$ cat src/rtl/fetch_unit.sv
// Instruction fetch stage: issues word addresses into a partitioned instruction
// memory, tracks the one fetch in flight and registers the returned word for decode.
module fetch_unit #(
    parameter int DATA_WIDTH      = 32,
    parameter int ADDR_WIDTH      = 11,
    parameter int PARTITION_WIDTH = 9
) (
    input  logic                                  i_clock,
    input  logic                                  i_reset_n,
    input  logic                                  i_stall,
    input  logic                                  i_branch_taken,
    input  logic [PARTITION_WIDTH-1:0]            i_branch_target,
    input  logic                                  i_jump,
    input  logic [PARTITION_WIDTH-1:0]            i_jump_target,
    input  logic                                  i_switch_req,
    input  logic [ADDR_WIDTH-PARTITION_WIDTH-1:0] i_switch_partition,
    input  logic [PARTITION_WIDTH-1:0]            i_switch_offset,
    input  logic [DATA_WIDTH-1:0]                 i_memory_instruction,
    output logic [DATA_WIDTH-1:0]                 o_address,
    output logic [DATA_WIDTH-1:0]                 o_instruction,
    output logic [ADDR_WIDTH-1:0]                 o_instruction_pc,
    output logic                                  o_instruction_valid,
    output logic [ADDR_WIDTH-PARTITION_WIDTH-1:0] o_partition
);

    localparam int SEL_WIDTH = ADDR_WIDTH - PARTITION_WIDTH;
    localparam logic [PARTITION_WIDTH-1:0] OFFSET_ONE = PARTITION_WIDTH'(1);

    logic [PARTITION_WIDTH-1:0] r_pc;
    logic [PARTITION_WIDTH-1:0] r_pending_pc;
    logic                       r_pending_valid;
    logic [SEL_WIDTH-1:0]       r_partition;
    logic [DATA_WIDTH-1:0]      r_instruction;
    logic [ADDR_WIDTH-1:0]      r_instruction_pc;
    logic                       r_instruction_valid;

    logic                       w_redirect;
    logic [PARTITION_WIDTH-1:0] w_target;
    logic [SEL_WIDTH-1:0]       w_issue_partition;
    logic [PARTITION_WIDTH-1:0] w_issue_offset;
    logic [PARTITION_WIDTH-1:0] w_issue_next;
    logic [ADDR_WIDTH-1:0]      w_issue_addr;

    assign w_redirect = i_switch_req | i_jump | i_branch_taken;

    // Redirect priority: partition switch, then jump, then branch.
    always_comb begin
        w_target = i_branch_target;
        if (i_switch_req) begin
            w_target = i_switch_offset;
        end else if (i_jump) begin
            w_target = i_jump_target;
        end
    end

    // While stalled the pending word is re-presented so memory returns it again on release.
    always_comb begin
        w_issue_partition = r_partition;
        w_issue_offset    = r_pc;
        if (i_stall) begin
            w_issue_offset = r_pending_pc;
        end else if (w_redirect) begin
            w_issue_offset = w_target;
            if (i_switch_req) begin
                w_issue_partition = i_switch_partition;
            end
        end
    end

    // Offset arithmetic stays inside the partition: 511 + 1 wraps to 0.
    assign w_issue_next = w_issue_offset + OFFSET_ONE;
    assign w_issue_addr = {w_issue_partition, w_issue_offset};

    assign o_address = i_reset_n ? {{(DATA_WIDTH-ADDR_WIDTH){1'b0}}, w_issue_addr}
                                 : '0;

    always_ff @(posedge i_clock or negedge i_reset_n) begin
        if (!i_reset_n) begin
            r_pc                <= '0;
            r_pending_pc        <= '0;
            r_pending_valid     <= 1'b0;
            r_partition         <= '0;
            r_instruction       <= '0;
            r_instruction_pc    <= '0;
            r_instruction_valid <= 1'b0;
        end else if (!i_stall) begin
            r_pc                <= w_issue_next;
            r_pending_pc        <= w_issue_offset;
            r_pending_valid     <= 1'b1;
            r_partition         <= w_issue_partition;
            r_instruction       <= i_memory_instruction;
            r_instruction_pc    <= {r_partition, r_pending_pc};
            // A redirect squashes the sequential word arriving this cycle.
            r_instruction_valid <= r_pending_valid & ~w_redirect;
        end
    end

    assign o_instruction       = r_instruction;
    assign o_instruction_pc    = r_instruction_pc;
    assign o_instruction_valid = r_instruction_valid;
    assign o_partition         = r_partition;

endmodule

$ cat config.mk
export PLATFORM = sky130hd
export DESIGN_NAME = fetch_unit
export DESIGN_NICKNAME = d
export VERILOG_FILES = /design/src/rtl/fetch_unit.sv
export SDC_FILE = /design/constraint.sdc
export NUM_CORES = 1
export LEC_CHECK = 0
export CAP_MARGIN = 15
export CORE_MARGIN = 4
export CORE_UTILIZATION = 39
export CTS_BUF_LIST = sky130_fd_sc_hd__clkbuf_4 sky130_fd_sc_hd__clkbuf_8
export DETAILED_ROUTE_END_ITERATION = 8
export PLACE_DENSITY = 0.82
export RECOVER_POWER = 25
export SKIP_CTS_REPAIR_TIMING = 1
export SYNTH_ARGS = -nofsm -noshare
export SYNTH_HDL_FRONTEND = slang
export SYNTH_SLANG_ARGS = --single-unit
export TNS_END_PERCENT = 100
$ cat constraint.sdc
create_clock -name i_clock -period 1.48 [get_ports i_clock]
set_input_delay 0.148 -clock i_clock [delete_from_list [all_inputs] [get_ports i_clock]]
set_output_delay 0.148 -clock i_clock [all_outputs]
set_load 0.005 [all_outputs]
==> flow_summary_export.csv <==
group,metric,value,unit
outcome,status,"finished with violations",
outcome,violations,"setup timing",
synthesis,synth.distinct_cells,42,
global_routing,grt_use_met1,19.23,%
setup_path,reg2reg_from,"r_pc[6]",
synthesis,ys_async_sr_fraction,100.0,%
flow_run,maxCapViolations,0,
global_routing,grt_start_max_net_pins,27,
layout,area_growth,67.43,%
global_routing,grt_busiest_layer,"met2",
global_routing,overflow,0,
setup_path,worst_ep_arrival_time,2.05,ns
sta,max_freq,554.2,MHz
setup_path,required,1.72,ns
layout,multi_input_area,1579,um^2
layout,nets,533,
synthesis,synth_top_area_cell,"dfrtp_1",
synthesis,synth_top_flop_cell,"dfrtp_1",
synthesis,yosysWarnings,0,
clock_tree,ctsLongestPathBuffers,2,
global_routing,track_usage,17.85,%
setup_path,worstSetupEndpointType,"flop",
setup_path,r2r_cells,7,
setup_path,worstSetupEndpoint,"r_pc[8]",
sta,fin_crit,1.804,ns
die,core,7888,um^2
route,drc_errors,0,
route,drt-vias-per-instance,4.858,
route,vias,2779,
sta,relSlewSlack,55.27,%
setup_path,critPathLaunch,"r_pc[6]",
layout,finalInstanceArea,5384,um^2
global_routing,grt_pass1_vias,2964,
sta,fin_worst_skew,0.008977,ns
setup_path,worstSetupStartpointType,"flop",
layout,fin_util,68.26,%
clock_tree,clk_latency,0.33,ns
synthesis,synthTopCellsByArea,"dfrtp_1 51%, mux2_2 15%, buf_4 5.1%, and2_1 2.7%, a21oi_1 2.6%",
route,ant_nets,0,
layout,fillers,558,
global_routing,grt_pass1_wl,13.90,mm
worst_hold_path,hold_path.class,"input port to flop",
layout,layout-drive-gt1-share,39.32,%
synthesis,synth_edf_count,0,
placed_design,dp_slack,-0.9992,ns
power_and_ir_drop,leakage,2.441,nW
die,initial_core_util,40.77,%
synthesis,syn_inst,277,
clock_tree,cts_root_buf,"clkbuf_8",
clock_tree,clock_sinks,65,
route,avgRoutedWirePerCell,16.48,um
setup_path,critPathMaxFanout,3,
die,rows,32,
die,chipHeight,98.80,um
route,drtPass1Iterations,4,
die,dieArea,9761,um^2
sta,rsz0062_at_grt,"true",
placed_design,io_buffers,123,
sta,tightest_slew,0.6709,ns
synthesis,netlist_area,3216,um^2
clock_tree,clkSlewWorstSetupHoldPaths,0.07,ns
power_and_ir_drop,p_per_area,977.5,nW/um^2
setup_path,rr_endpoint,"r_pc[8]",
synthesis,ys_seq_area_share,50.58,%
die,die_w,98.80,um
setup_path,path_class,"flop to flop",
clock_tree,numCtsBuffers,9,
sta,drv_slew,0,
sta,worst_slack,-0.3244,ns
synthesis,syn_avg_cell_area,11.61,um^2
global_routing,grt_use_met3,10.05,%
route,wl,9.425,mm
power_and_ir_drop,max-vdd-ir-drop,0.8044,mV
sta,fin_setup_tns,-2.887,ns
sta,setup_viol,17,
sta,fin_crit_sh,121.9,%
setup_path,rrSetupSlack,-0.32,ns
placed_design,place_congestion,0.8672,
clock_tree,htree_levels,3,
clock_tree,cts_tree,"done",
global_routing,antenna_found_initial,3,
placed_design,place_area,4796,um^2
layout,final-seq-area,1627,um^2
die,boundaryPins,145,
synthesis,ys_ff_latch,65,
synthesis,synth_top_area_share,50.58,%
placed_design,hpwl,6.566,mm
route,drt_iter0_markers,66,
sta,hold_viol_final,0,
global_routing,grt_use_met2,29.91,%
==> power breakdown <==
group | switching (mW) | internal [mW] | leakage, nW | total (mW)
Combinational | 0.545 | 0.919 | 1.58 | 1.46
Sequential | 0.128 | 2.00 | 0.753 | 2.12
Clock | 0.656 | 1.02 | 0.111 | 1.68
Total | 1.33 | 3.93 | 2.44 | 5.26
==> cell type report <==
type / instances / area share, %
Antenna cell: 2 / 0.09296
Clock buffer: 11 / 2.812
Clock inverter: 3 / 1.208
Inverter: 9 / 0.6275
Multi-Input combinational cell: 186 / 29.33
Sequential cell: 65 / 30.21
Tap cell: 102 / 2.370
Timing Repair Buffer: 194 / 33.35
==> per-layer routing <==
| metal | up-vias | share of wire, % |
|---|---|---|
| met5 | - | 0.074 |
| met4 | 2 | 1.7 |
| met3 | 18 | 12 |
| met2 | 139 | 50 |
| met1 | 1323 | 37 |
| li1 | 1297 | - |
==> registers in the layout (all words and copies together) (netlist names) <==
name,count
o_instruction,32
o_instruction_pc,11
o_instruction_valid,1
o_partition,2
r_pc,9
r_pending_pc,9
r_pending_valid,1
==> critical path, cell delays in order (launching register included) <==
cell and delay (ns):
dfrtp_1 0.34, mux2i_1 0.07, o311a_1 0.40, buf_6 0.15, a21oi_2 0.12, nand3_2 0.10
o31a_1 0.30, o31ai_2 0.23
==> through the flow <==
| stage | std cells | total power [mW] | hold slack [ns] |
|---|---|---|---|
| after global routing | 571 | 5.537 | 0.3184 |
| after global placement | 535 | 3.383 | 0.1301 |
| after CTS | 549 | 5.111 | -0.2497 |
| after detailed placement | 535 | 3.428 | 0.1210 |
| final | 572 | 5.263 | 0.3140 |
| after floorplan | 297 | 2.658 | -0.1476 |
==> Yosys cell counts (4+ instances only) <==
library cell,number
buf_4,22
dfrtp_1,65
nand2_1,16
and2_1,14
a21oi_1,17
inv_1,9
o21ai_0,7
or3_1,4
mux2_2,43
a22o_1,4
nand3b_1,7
nor2b_1,9
buf_6,5
nand3_1,4
buf_1,6
==> logic make-up (layout without fill, tap and decap cells) <==
kind of cell,after synthesis,in the layout,share of synthesized area (%)
adders and majority gates,1,1,0.3890
and+or+nand+nor,66,66,12.30
xor gates and xnor gates,2,2,0.5448
AOI/OAI and AO/OA,50,50,10.93
buffers and inverters,46,217,9.144
DFF,65,65,50.58
other,1,23,0.1166
muxes,46,46,15.99
==> cell usage in the layout (no fill, tap or decap), types with 3 or more instances in the layout <==
master / Yosys / routed
a21oi_1: 17 / 5
a21oi_2: 3 / 15
a22o_1: 4 / 4
and2_1: 14 / 8
and2_4: 0 / 6
buf_2: 1 / 6
buf_4: 22 / 51
buf_6: 5 / 19
clkbuf_1: 3 / 4
clkbuf_2: 0 / 5
clkbuf_8: 0 / 11
clkdlybuf4s50_1: 0 / 96
conb_1: 1 / 21
dfrtp_1: 65 / 65
dlymetal6s2s_1: 0 / 11
inv_1: 9 / 7
mux2_2: 43 / 40
mux2_4: 0 / 3
mux2i_1: 3 / 3
nand2_1: 16 / 16
nand2b_1: 3 / 3
nand3b_1: 7 / 7
nor2b_1: 9 / 7
o21ai_0: 7 / 5
o22ai_1: 3 / 3
==> worst min path at each step <==
stage,slack (ns),from,depth (start not counted),endpoint
finish,0.31,i_stall,3,r_pc[6]
CTS,-0.25,i_reset_n,2,o_instruction[26]
global route,0.32,i_stall,3,r_pc[6]
floorplan,-0.15,i_reset_n,0,o_instruction[0]
global placement,0.13,i_reset_n,2,o_instruction[26]
detailed placement,0.12,i_reset_n,2,o_instruction[5]
No activity file was read; power rests on OpenSTA's default activity.
